$ cat config.mk
export PLATFORM = sky130hd
export DESIGN_NAME = vote_tally_ctrl
export DESIGN_NICKNAME = d
export VERILOG_FILES = /design/src/rtl/vote_tally_ctrl.sv
export SDC_FILE = /design/constraint.sdc
export NUM_CORES = 1
export LEC_CHECK = 0
export ABC_AREA = 0
export BUFFER_PORTS_ARGS = -buffer_cell sky130_fd_sc_hd__buf_2
export CORE_MARGIN = 4
export CORE_UTILIZATION = 55
export DETAILED_ROUTE_END_ITERATION = 7
export PLACE_DENSITY = 0.8
export SETUP_SLACK_MARGIN = 0.02
export SYNTH_ARGS = -nofsm -noshare
export SYNTH_HDL_FRONTEND = slang
export SYNTH_SLANG_ARGS = --single-unit
$ cat constraint.sdc
create_clock -name clk -period 2.9 [get_ports clk]
set_clock_uncertainty 0.2 [all_clocks]
set_input_delay 0.145 -clock clk [delete_from_list [all_inputs] [get_ports clk]]
set_output_delay 0.145 -clock clk [all_outputs]
set_load 0.03 [all_outputs]
$ cat src/rtl/vote_tally_ctrl.sv
// vote_tally_ctrl: single owner of the vote-count RAM port.
// Takes ballots over a valid/ready handshake and read-modify-writes the count
// for the addressed candidate. The count saturates at all-ones and never wraps.
// On request it clears the RAM, or scans every count, streams the counts out
// and reports the winner.
//
// Ports
//   clk, reset                    clock; asynchronous active-high reset
//   vote_valid/vote_cand          ballot request and candidate index
//   vote_ready                    ballot can be accepted this cycle
//   vote_done/vote_err/vote_sat   ballot outcome pulses
//   clear_req, result_req         zero all counts / scan all counts
//   ram_*                         RAM port (combinational read data in)
//   res_valid/res_cand/res_count  streamed counts, one beat per candidate
//   result_done                   pulse on the final stream beat
//   win_valid/win_cand/win_count/win_tie  winner of the most recent scan
module vote_tally_ctrl #(
  parameter int unsigned NUM_CAND = 16,
  parameter int unsigned DATA_W   = 10,
  parameter int unsigned ADDR_W   = 5
) (
  input  logic              clk,
  input  logic              reset,
  input  logic              vote_valid,
  input  logic [3:0]        vote_cand,
  output logic              vote_ready,
  output logic              vote_done,
  output logic              vote_err,
  output logic              vote_sat,
  input  logic              clear_req,
  input  logic              result_req,
  output logic              ram_wr_en,
  output logic              ram_reset,
  output logic [ADDR_W-1:0] ram_addr,
  output logic [DATA_W-1:0] ram_data_in,
  input  logic [DATA_W-1:0] ram_data_out,
  output logic              res_valid,
  output logic [3:0]        res_cand,
  output logic [DATA_W-1:0] res_count,
  output logic              result_done,
  output logic              win_valid,
  output logic [3:0]        win_cand,
  output logic [DATA_W-1:0] win_count,
  output logic              win_tie
);

  typedef enum logic [2:0] {
    StIdle,
    StVread,
    StVwrite,
    StClear,
    StScan,
    StDone
  } state_e;

  localparam logic [3:0] LastIdx    = 4'(NUM_CAND - 1);
  localparam logic [4:0] NumCandExt = 5'(NUM_CAND);

  state_e              state_q, state_d;
  logic                alive_q, alive_d;
  logic [3:0]          cand_q, cand_d;
  logic [DATA_W-1:0]   cnt_q, cnt_d;
  logic                vote_err_q, vote_err_d;
  logic [3:0]          scan_idx_q, scan_idx_d;
  logic [DATA_W-1:0]   max_q, max_d;
  logic [3:0]          idx_q, idx_d;
  logic                tie_q, tie_d;
  logic                res_valid_q, res_valid_d;
  logic [3:0]          res_cand_q, res_cand_d;
  logic [DATA_W-1:0]   res_count_q, res_count_d;
  logic                win_valid_q, win_valid_d;
  logic [3:0]          win_cand_q, win_cand_d;
  logic [DATA_W-1:0]   win_count_q, win_count_d;
  logic                win_tie_q, win_tie_d;

  logic                cand_bad;
  logic                cnt_sat;
  logic [DATA_W-1:0]   cnt_inc;
  logic [DATA_W-1:0]   scan_max;
  logic [3:0]          scan_idx;
  logic                scan_tie;

  assign cand_bad = ({1'b0, vote_cand} >= NumCandExt);
  assign cnt_sat  = (cnt_q == {DATA_W{1'b1}});
  assign cnt_inc  = cnt_sat ? cnt_q : cnt_q + DATA_W'(1);

  // alive_q keeps vote_ready low while reset is held, even though the state is already idle.
  assign vote_ready = alive_q && (state_q == StIdle) && !clear_req && !result_req;

  // Running maximum including the count currently on the read port.
  // A strict greater-than keeps the lowest index on ties.
  always_comb begin
    scan_max = max_q;
    scan_idx = idx_q;
    scan_tie = tie_q;
    if ((scan_idx_q == 4'd0) || (ram_data_out > max_q)) begin
      scan_max = ram_data_out;
      scan_idx = scan_idx_q;
      scan_tie = 1'b0;
    end else if (ram_data_out == max_q) begin
      scan_tie = 1'b1;
    end
  end

  always_comb begin
    state_d     = state_q;
    alive_d     = 1'b1;
    cand_d      = cand_q;
    cnt_d       = cnt_q;
    vote_err_d  = 1'b0;
    scan_idx_d  = scan_idx_q;
    max_d       = max_q;
    idx_d       = idx_q;
    tie_d       = tie_q;
    res_valid_d = res_valid_q;
    res_cand_d  = res_cand_q;
    res_count_d = res_count_q;
    win_valid_d = win_valid_q;
    win_cand_d  = win_cand_q;
    win_count_d = win_count_q;
    win_tie_d   = win_tie_q;

    unique case (state_q)
      StIdle: begin
        if (clear_req) begin
          state_d     = StClear;
          win_valid_d = 1'b0;
          win_cand_d  = '0;
          win_count_d = '0;
          win_tie_d   = 1'b0;
        end else if (result_req) begin
          state_d     = StScan;
          scan_idx_d  = '0;
          win_valid_d = 1'b0;
        end else if (vote_valid && vote_ready) begin
          if (cand_bad) begin
            vote_err_d = 1'b1;
          end else begin
            cand_d  = vote_cand;
            state_d = StVread;
          end
        end
      end
      StVread: begin
        cnt_d   = ram_data_out;
        state_d = StVwrite;
      end
      StVwrite: begin
        state_d = StIdle;
      end
      StClear: begin
        win_valid_d = 1'b0;
        win_cand_d  = '0;
        win_count_d = '0;
        win_tie_d   = 1'b0;
        state_d     = StIdle;
      end
      StScan: begin
        res_valid_d = 1'b1;
        res_cand_d  = scan_idx_q;
        res_count_d = ram_data_out;
        max_d       = scan_max;
        idx_d       = scan_idx;
        tie_d       = scan_tie;
        if (scan_idx_q == LastIdx) begin
          // Winner is published together with the last stream beat.
          state_d     = StDone;
          win_valid_d = 1'b1;
          win_cand_d  = scan_idx;
          win_count_d = scan_max;
          win_tie_d   = scan_tie;
        end else begin
          scan_idx_d = scan_idx_q + 4'd1;
        end
      end
      StDone: begin
        res_valid_d = 1'b0;
        state_d     = StIdle;
      end
      default: begin
        state_d = StIdle;
      end
    endcase
  end

  always_ff @(posedge clk or posedge reset) begin
    if (reset) begin
      state_q     <= StIdle;
      alive_q     <= 1'b0;
      cand_q      <= '0;
      cnt_q       <= '0;
      vote_err_q  <= 1'b0;
      scan_idx_q  <= '0;
      max_q       <= '0;
      idx_q       <= '0;
      tie_q       <= 1'b0;
      res_valid_q <= 1'b0;
      res_cand_q  <= '0;
      res_count_q <= '0;
      win_valid_q <= 1'b0;
      win_cand_q  <= '0;
      win_count_q <= '0;
      win_tie_q   <= 1'b0;
    end else begin
      state_q     <= state_d;
      alive_q     <= alive_d;
      cand_q      <= cand_d;
      cnt_q       <= cnt_d;
      vote_err_q  <= vote_err_d;
      scan_idx_q  <= scan_idx_d;
      max_q       <= max_d;
      idx_q       <= idx_d;
      tie_q       <= tie_d;
      res_valid_q <= res_valid_d;
      res_cand_q  <= res_cand_d;
      res_count_q <= res_count_d;
      win_valid_q <= win_valid_d;
      win_cand_q  <= win_cand_d;
      win_count_q <= win_count_d;
      win_tie_q   <= win_tie_d;
    end
  end

  // RAM port and ballot pulses decode directly from the registered state,
  // so they are all zero while reset holds the state idle.
  always_comb begin
    ram_wr_en   = 1'b0;
    ram_reset   = 1'b0;
    ram_addr    = '0;
    ram_data_in = '0;
    vote_done   = 1'b0;
    vote_sat    = 1'b0;
    result_done = 1'b0;
    unique case (state_q)
      StVread: begin
        ram_addr = ADDR_W'(cand_q);
      end
      StVwrite: begin
        ram_wr_en   = 1'b1;
        ram_addr    = ADDR_W'(cand_q);
        ram_data_in = cnt_inc;
        vote_done   = 1'b1;
        vote_sat    = cnt_sat;
      end
      StClear: begin
        ram_reset = 1'b1;
      end
      StScan: begin
        ram_addr = ADDR_W'(scan_idx_q);
      end
      StDone: begin
        result_done = 1'b1;
      end
      default: begin
      end
    endcase
  end

  assign vote_err  = vote_err_q;
  assign res_valid = res_valid_q;
  assign res_cand  = res_cand_q;
  assign res_count = res_count_q;
  assign win_valid = win_valid_q;
  assign win_cand  = win_cand_q;
  assign win_count = win_count_q;
  assign win_tie   = win_tie_q;

endmodule

==> results of run 1 <==
metrics by stage:
stage / power [mW] / instance area [sq um] / cells / util
after floorplan: 3.61 / 3670 / 370 / -
after CTS: 4.94 / 4380 / 531 / 0.682
after detailed placement: 4.21 / 4040 / 499 / 0.628
after global placement: 4.13 / 4040 / 499 / 0.628
final: 4.92 / 4390 / 531 / 0.683
after global routing: 5.28 / 4390 / 531 / 0.683
registers in the layout, indices dropped and copies added (netlist names), 3 cells and up:
register,flops
res_count,10
state_q,3
idx_q,4
scan_idx_q,4
win_cand,4
max_q,10
win_count,10
res_cand,4
cand_q,4
cnt_q,10
critical path, cell delays in order:
cell,delay (ns)
dlygate4sd3_1,0.53
buf_2,0.16
ha_1,0.33
nand4_1,0.21
a211oi_1,0.41
a211o_4,0.28
nand3_4,0.27
mux2_4,0.37
per-layer routing:
layer,wire (microns),up-vias,global-route usage,part of all wire
li1,-,1449,-,-
met4,148,0,0.108,0.017
met3,462,20,0.0511,0.054
met2,4360,88,0.378,0.51
met1,3630,1460,0.283,0.42
met5,0,-,0,0
timing repair:
action                                 4_1_cts  5_1_grt
hold buffers                                17        0
resized for setup                            0        1
endpoints found under the hold margin      104        0
setup endpoints to repair                    0        7
report_power, final:
group | switching, mW | total, mW | internal, mW
sequential | 0.366 | 1.72 | 1.35
combinational | 1.60 | 2.51 | 0.909
clock | 0.351 | 0.700 | 0.349
total | 2.32 | 4.92 | 2.61
worst paths after layout:
kind,startpoint,to,slack [ns],cells past startpoint
max in group asynchronous,reset,win_count[5],2.01,4
worst min-delay path,vote_valid,state_q[0],0.006,3
worst min register to register,res_cand[1],res_cand[1],0.27,2
worst max-delay path,ram_data_out[9],max_q[9],0.21,8
worst max register to register,max_q[3],max_q[9],0.29,7
min in group asynchronous,reset,win_cand[3],0.22,4
cell type report:
class | instances | area, sq um | share of cell area
clock buffers | 11 | 151 | 0.0345
clock inverters | 4 | 25.0 | 0.00570
inverters | 19 | 71.3 | 0.0163
well taps | 77 | 96.3 | 0.0220
flip-flops and latches | 68 | 1700 | 0.388
repair buffers | 92 | 573 | 0.131
multi-input cells | 260 | 1770 | 0.403
cells in the final DEF (no fill, tap or decap), types with 6 or more instances in the layout:
cell type      synthesis  layout
o21ai_0               11      11
inv_1                 19      18
ha_1                  13      13
buf_2                  7      69
a21oi_1               10      10
mux2_2                18      18
nand4_1                6       6
nand3_1               16      16
dfrtp_1               68      68
dlygate4sd3_1          0      17
nor3_1                 6       6
nand4b_1              12      12
clkbuf_8               0      11
nand2_1               70      70
mux2_4                 9       9
nor2_1                18      18
o211ai_1               9       9
kinds of logic after synthesis:
logic type	after synthesis
xor gates and xnor gates	7
AOI/OAI and AO/OA	57
other	2
buffers and inverters	42
muxes	28
adders and majority gates	13
and+or+nand+nor	152
DFF	68
==> run_results.csv, run 1 <==
group,metric,value,unit
status,status,"completed",
sta,whs,0.00632,ns
pwr,vdd_drop_max,0.732,mV
placed_design,portBuffers,69,
clock_tree,cts_tree,"done",
synth,synthTopCellsByCount,"nand2_1 (70), dfrtp_1 (68), inv_1 (19)",
sta,maxSlewViolCount,0,
critical_path,crit_type,"primary input to register",
synth,synth_compound_area_frac,0.113,
global_routing,grt_max_degree,69,
clock_tree,htree_levels,3,
routing,dr.pass1.iters,5,
synth,synth_most_common_cell,"nand2_1",
routing,drt-wirelength-per-cell,16.2,microns
synth,syn-instance-count,369,
synth,yosys.area_share.adder,0.0444,
global_routing,grt_pass1_wl,14100,microns
routing,viasPerCell,5.68,
synth,synth_area,3660,sq um
synth,synth_ff_type,"dfrtp_1",
layout,n_fill_cell,513,
synth,yosys.area_share.simple,0.209,
global_routing,grt.total_usage,0.228,
sta,hold_viol,0,
synth,ys_seq_elements,68,
sta,rsz0062_at_grt,"no",
floorplan,num_rows,29,
sta,finalCriticalPeriod,2.69,ns
global_routing,grt_pass1_vias,3045,
synth,synth.top_cell.area_share,0.464,
routing,drc,0,
sta,timing.slew.headroom,0.324,
floorplan,fp.dieArea,8030,sq um
critical_path,arrival,2.72,ns
run,cap_violations,0,
critical_path,worst_ep_required_time,2.93,ns
placed_design,hpwl,5950,microns
synth,synth_xor_area_frac,0.0167,
synth,ys_top_cells_by_area,"dfrtp_1 (46%), nand2_1 (7.2%), mux2_2 (5.5%)",
placed_design,place_ws,0.312,ns
layout,fin_nets,482,
floorplan,start_util,0.571,
pwr,power_density,1120,nW/um^2
sta,fmax,372,MHz
global_routing,overflow,0,
synth,muxShareOfSynthArea,0.0949,
pwr,total_leakage_power,2.19,nW
synth,synth-edff-count,0,
clock_tree,cts-root-buf,"clkbuf_8",
synth,syn_area_per_cell,9.93,sq um
clock_tree,numCtsBuffers,9,
synth,synth_warnings,0,
sta,fin_setup_tns,0,ns
sta,worst_slack,0.208,ns
critical_path,path_max_fanout,15,
routing,ant_nets,0,
layout,n_antenna_cell,0,
floorplan,io_pins,72,
clock_tree,post_cts_buffers,0,
sta,setup_viol,0,
synth,synth_area_leader_cell,"dfrtp_1",
clock_tree,clk_path_buf_depth,2,
sta,worst_pin_slew,1.01,ns
hold_path,hold_class,"primary input to register",
routing,vias,3017,
layout,syn_to_final_growth,19.7,%
floorplan,die_x,89.6,microns
floorplan,coreArea,6420,sq um
floorplan,die_height,89.6,microns
clock_tree,numClockSinks,68,
placed_design,gp_congestion,0.879,
synth,async_reset_ff_frac,1.00,
synth,synth_cell_types,54,
critical_path,start_kind,"primary input",
routing,drt_iter0_drc,169,
clock_tree,path_clk_slew,0.07,ns
synth,seq_area_frac_synth,0.464,
routing,wl,8600,microns
sta,fin_crit_sh,0.928,
synth,synth_top_family_by_area,"simple AND/OR/NAND/NOR gates",
global_routing,grt_antenna_before_repair,0,
critical_path,end_kind,"register",
clock_tree,clock_latency,0.35,ns
layout,final_layout_size_suffix_gt1_frac,0.282,
Power figures use the tool's default switching activity.
==> inputs of run 2 (changes only) <==
--- a/config.mk
+++ b/config.mk
@@ -5,7 +5,7 @@
 export SDC_FILE = /design/constraint.sdc
 export NUM_CORES = 1
 export LEC_CHECK = 0
-export ABC_AREA = 0
+export ABC_AREA = 1
 export BUFFER_PORTS_ARGS = -buffer_cell sky130_fd_sc_hd__buf_2
 export CORE_MARGIN = 4
 export CORE_UTILIZATION = 55
==> run 2 against run 1 <==
- register-to-register slack gained 0.25 ns
- synthesized area shrank 1.3%
- combinational power grew 9.2%
- sequential share of layout area shrank 0.099 points
- non-clock buffer count grew 4
- power grew 3.3%
==> run_results.csv, run 2 <==
group,metric,value,unit
status,status,"completed",
synth,synthTopCellsByCount,"nand2_1 (105), dfrtp_1 (68), inv_1 (53)",
hold_path,min_delay_path_depth,4,
routing,viasPerCell,5.32,
synth,ys_top_cells_by_area,"dfrtp_1 (47%), nand2_1 (11%), inv_1 (5.5%)",
sta,timing.slew.headroom,0.511,
floorplan,coreArea,6350,sq um
placed_design,place_ws,0.590,ns
routing,ant_nets,0,
hold_path,whs_endpoint,"state_q[0]",
synth,ys_seq_elements,68,
synth,async_reset_ff_frac,1.00,
layout,syn_to_final_growth,21.6,%
sta,setup_viol,0,
critical_path,path_max_fanout,6,
pwr,power.total,5.09,mW
clock_tree,clk_path_buf_depth,2,
synth,synth_most_common_cell,"nand2_1",
clock_tree,numCtsBuffers,9,
critical_path,arrival,2.14,ns
clock_tree,cts_tree,"done",
routing,wl,8680,microns
layout,final_layout_size_suffix_gt1_frac,0.239,
global_routing,grt_max_degree,44,
critical_path,rr_worst_depth,11,
clock_tree,clock_latency,0.34,ns
routing,drt_iter0_drc,222,
routing,dr.pass1.iters,4,
floorplan,num_rows,29,
pwr,vdd_drop_max,0.628,mV
clock_tree,path_clk_slew,0.08,ns
sta,fin_setup_tns,0,ns
critical_path,start_kind,"register",
routing,drc,0,
synth,synth_ff_type,"dfrtp_1",
clock_tree,cts-root-buf,"clkbuf_8",
synth,synth_area,3620,sq um
sta,worst_slack,0.417,ns
global_routing,overflow,0,
routing,drt-wirelength-per-cell,14.2,microns
floorplan,die_height,89.1,microns
critical_path,cpMaxStageDelayCell,"dfrtp_1",
critical_path,r2r-end,"win_count[0]",
placed_design,hpwl,6050,microns
placed_design,place_area,4000,sq um
layout,seqCellArea,1700,sq um
critical_path,slowest_delay,0.43,ns
sta,fin_crit_sh,0.856,
sta,hold_viol,0,
sta,rsz0062_at_grt,"no",
sta,finalCriticalPeriod,2.48,ns
layout,fin_nets,564,
synth,synth_warnings,0,
critical_path,path_buf_inv,1,
synth,seq_area_frac_synth,0.471,
global_routing,grt.total_usage,0.240,
clock_tree,htree_levels,3,
critical_path,crit_type,"register to output pin",
layout,layout_commonest_cell,"nand2_1",
pwr,power_density,1160,nW/um^2
pwr,total_leakage_power,2.39,nW
layout,fin_util,0.693,
placed_design,portBuffers,69,
layout,multi_input_area,1580,sq um
critical_path,crit_chain,"ha_1, nand2_1, nor2_2, nand2_1, nor2_2, nand2_2, a21oi_1, o21a_1, buf_2",
sta,fmax,403,MHz
synth,synth.top_cell.area_share,0.471,
run,cap_violations,0,
floorplan,io_pins,72,
clock_tree,numClockSinks,68,
routing,vias,3262,
critical_path,worst_ep_required_time,2.56,ns
synth,synth-edff-count,0,
synth,syn-instance-count,442,
floorplan,fp.dieArea,7940,sq um
synth,synth_area_leader_cell,"dfrtp_1",
critical_path,rr_startpoint,"max_q[5]",
critical_path,end_kind,"output pin",
critical_path,critPathTopFamily,"simple AND/OR/NAND/NOR gates",
global_routing,grt_antenna_before_repair,0,
layout,design_area,4400,sq um
sta,maxSlewViolCount,0,
global_routing,grt_pass1_vias,3257,
hold_path,hold_path_startpoint,"vote_valid",
layout,final_cell_mix,"nand2_1 (105), buf_2 (69), dfrtp_1 (68)",
synth,synth_cell_types,37,
layout,n_fill_cell,491,
placed_design,gp_congestion,0.798,
floorplan,die_x,89.1,microns
critical_path,cp_num_cells,9,
hold_path,hold_class,"primary input to register",
critical_path,reg2reg_slack,0.54,ns
global_routing,grt_pass1_wl,14700,microns
floorplan,start_util,0.569,
synth,syn_area_per_cell,8.18,sq um
layout,n_antenna_cell,0,
sta,worst_pin_slew,0.733,ns
run 2: layout make-up:
| type | instances | share of cell area |
|---|---|---|
| Clock buffer | 14 | 0.0415 |
| Timing Repair Buffer | 96 | 0.137 |
| Tap cell | 77 | 0.0219 |
| Sequential cell | 68 | 0.387 |
| Clock inverter | 1 | 0.00114 |
| Inverter | 60 | 0.0523 |
| Multi-Input combinational cell | 297 | 0.360 |
run 2: stage by stage:
| stage | cells | hold WS [ns] |
|---|---|---|
| 2_1_floorplan | 443 | 0.0755 |
| 3_3_place_gp | 577 | 0.109 |
| 3_5_place_dp | 577 | 0.109 |
| 4_1_cts | 613 | 0.0656 |
| 5_1_grt | 613 | 0.0986 |
| 6_report | 613 | 0.0686 |
run 2: how the worst max path moves through the flow:
stage                          start              to  slack (ns)
final                       cnt_q[0]  ram_data_in[4]        0.42
after global routing        cnt_q[0]  ram_data_in[4]        0.23
after CTS                   cnt_q[0]  ram_data_in[4]        0.42
after detailed placement    max_q[9]    win_count[1]        0.59
after global placement      max_q[9]    win_count[1]        0.65
after floorplan           state_q[2]     ram_addr[0]        0.68
run 2: repair_timing:
action / CTS / global route
resized for setup: 0 / 0
setup buffers: 0 / 0
hold buffers: 21 / 0
hold endpoints to repair: 62 / 0
run 2: routing by layer:
layer,share of wire,vias to the layer above,track usage,routed length (microns)
li1,-,1607,-,-
met1,0.43,1542,0.315,3780
met2,0.49,97,0.397,4280
met3,0.056,16,0.0332,485
met4,0.016,0,0.108,135
met5,0,-,0,0
run 2: logic make-up (layout without fill, tap and decap cells):
logic type | Yosys count | count (layout) | synth area share
fa+ha+maj | 13 | 13 | 0.0450
xor+xnor | 2 | 2 | 0.00485
other cells | 2 | 3 | 0.00208
flops | 68 | 68 | 0.471
compound gates | 70 | 70 | 0.105
simple gates | 209 | 209 | 0.280
buf+inv | 78 | 171 | 0.0931
run 2: where the power goes:
part | internal, mW | switching (mW)
clock | 0.399 | 0.342
combinational | 0.804 | 1.94
sequential | 1.35 | 0.253
total | 2.55 | 2.53
run 2: tightest hold or removal path, cell delays in order:
cell and delay [ns]:
buf_2 0.11, nand3_4 0.12, nand2_1 0.05, and3_1 0.14
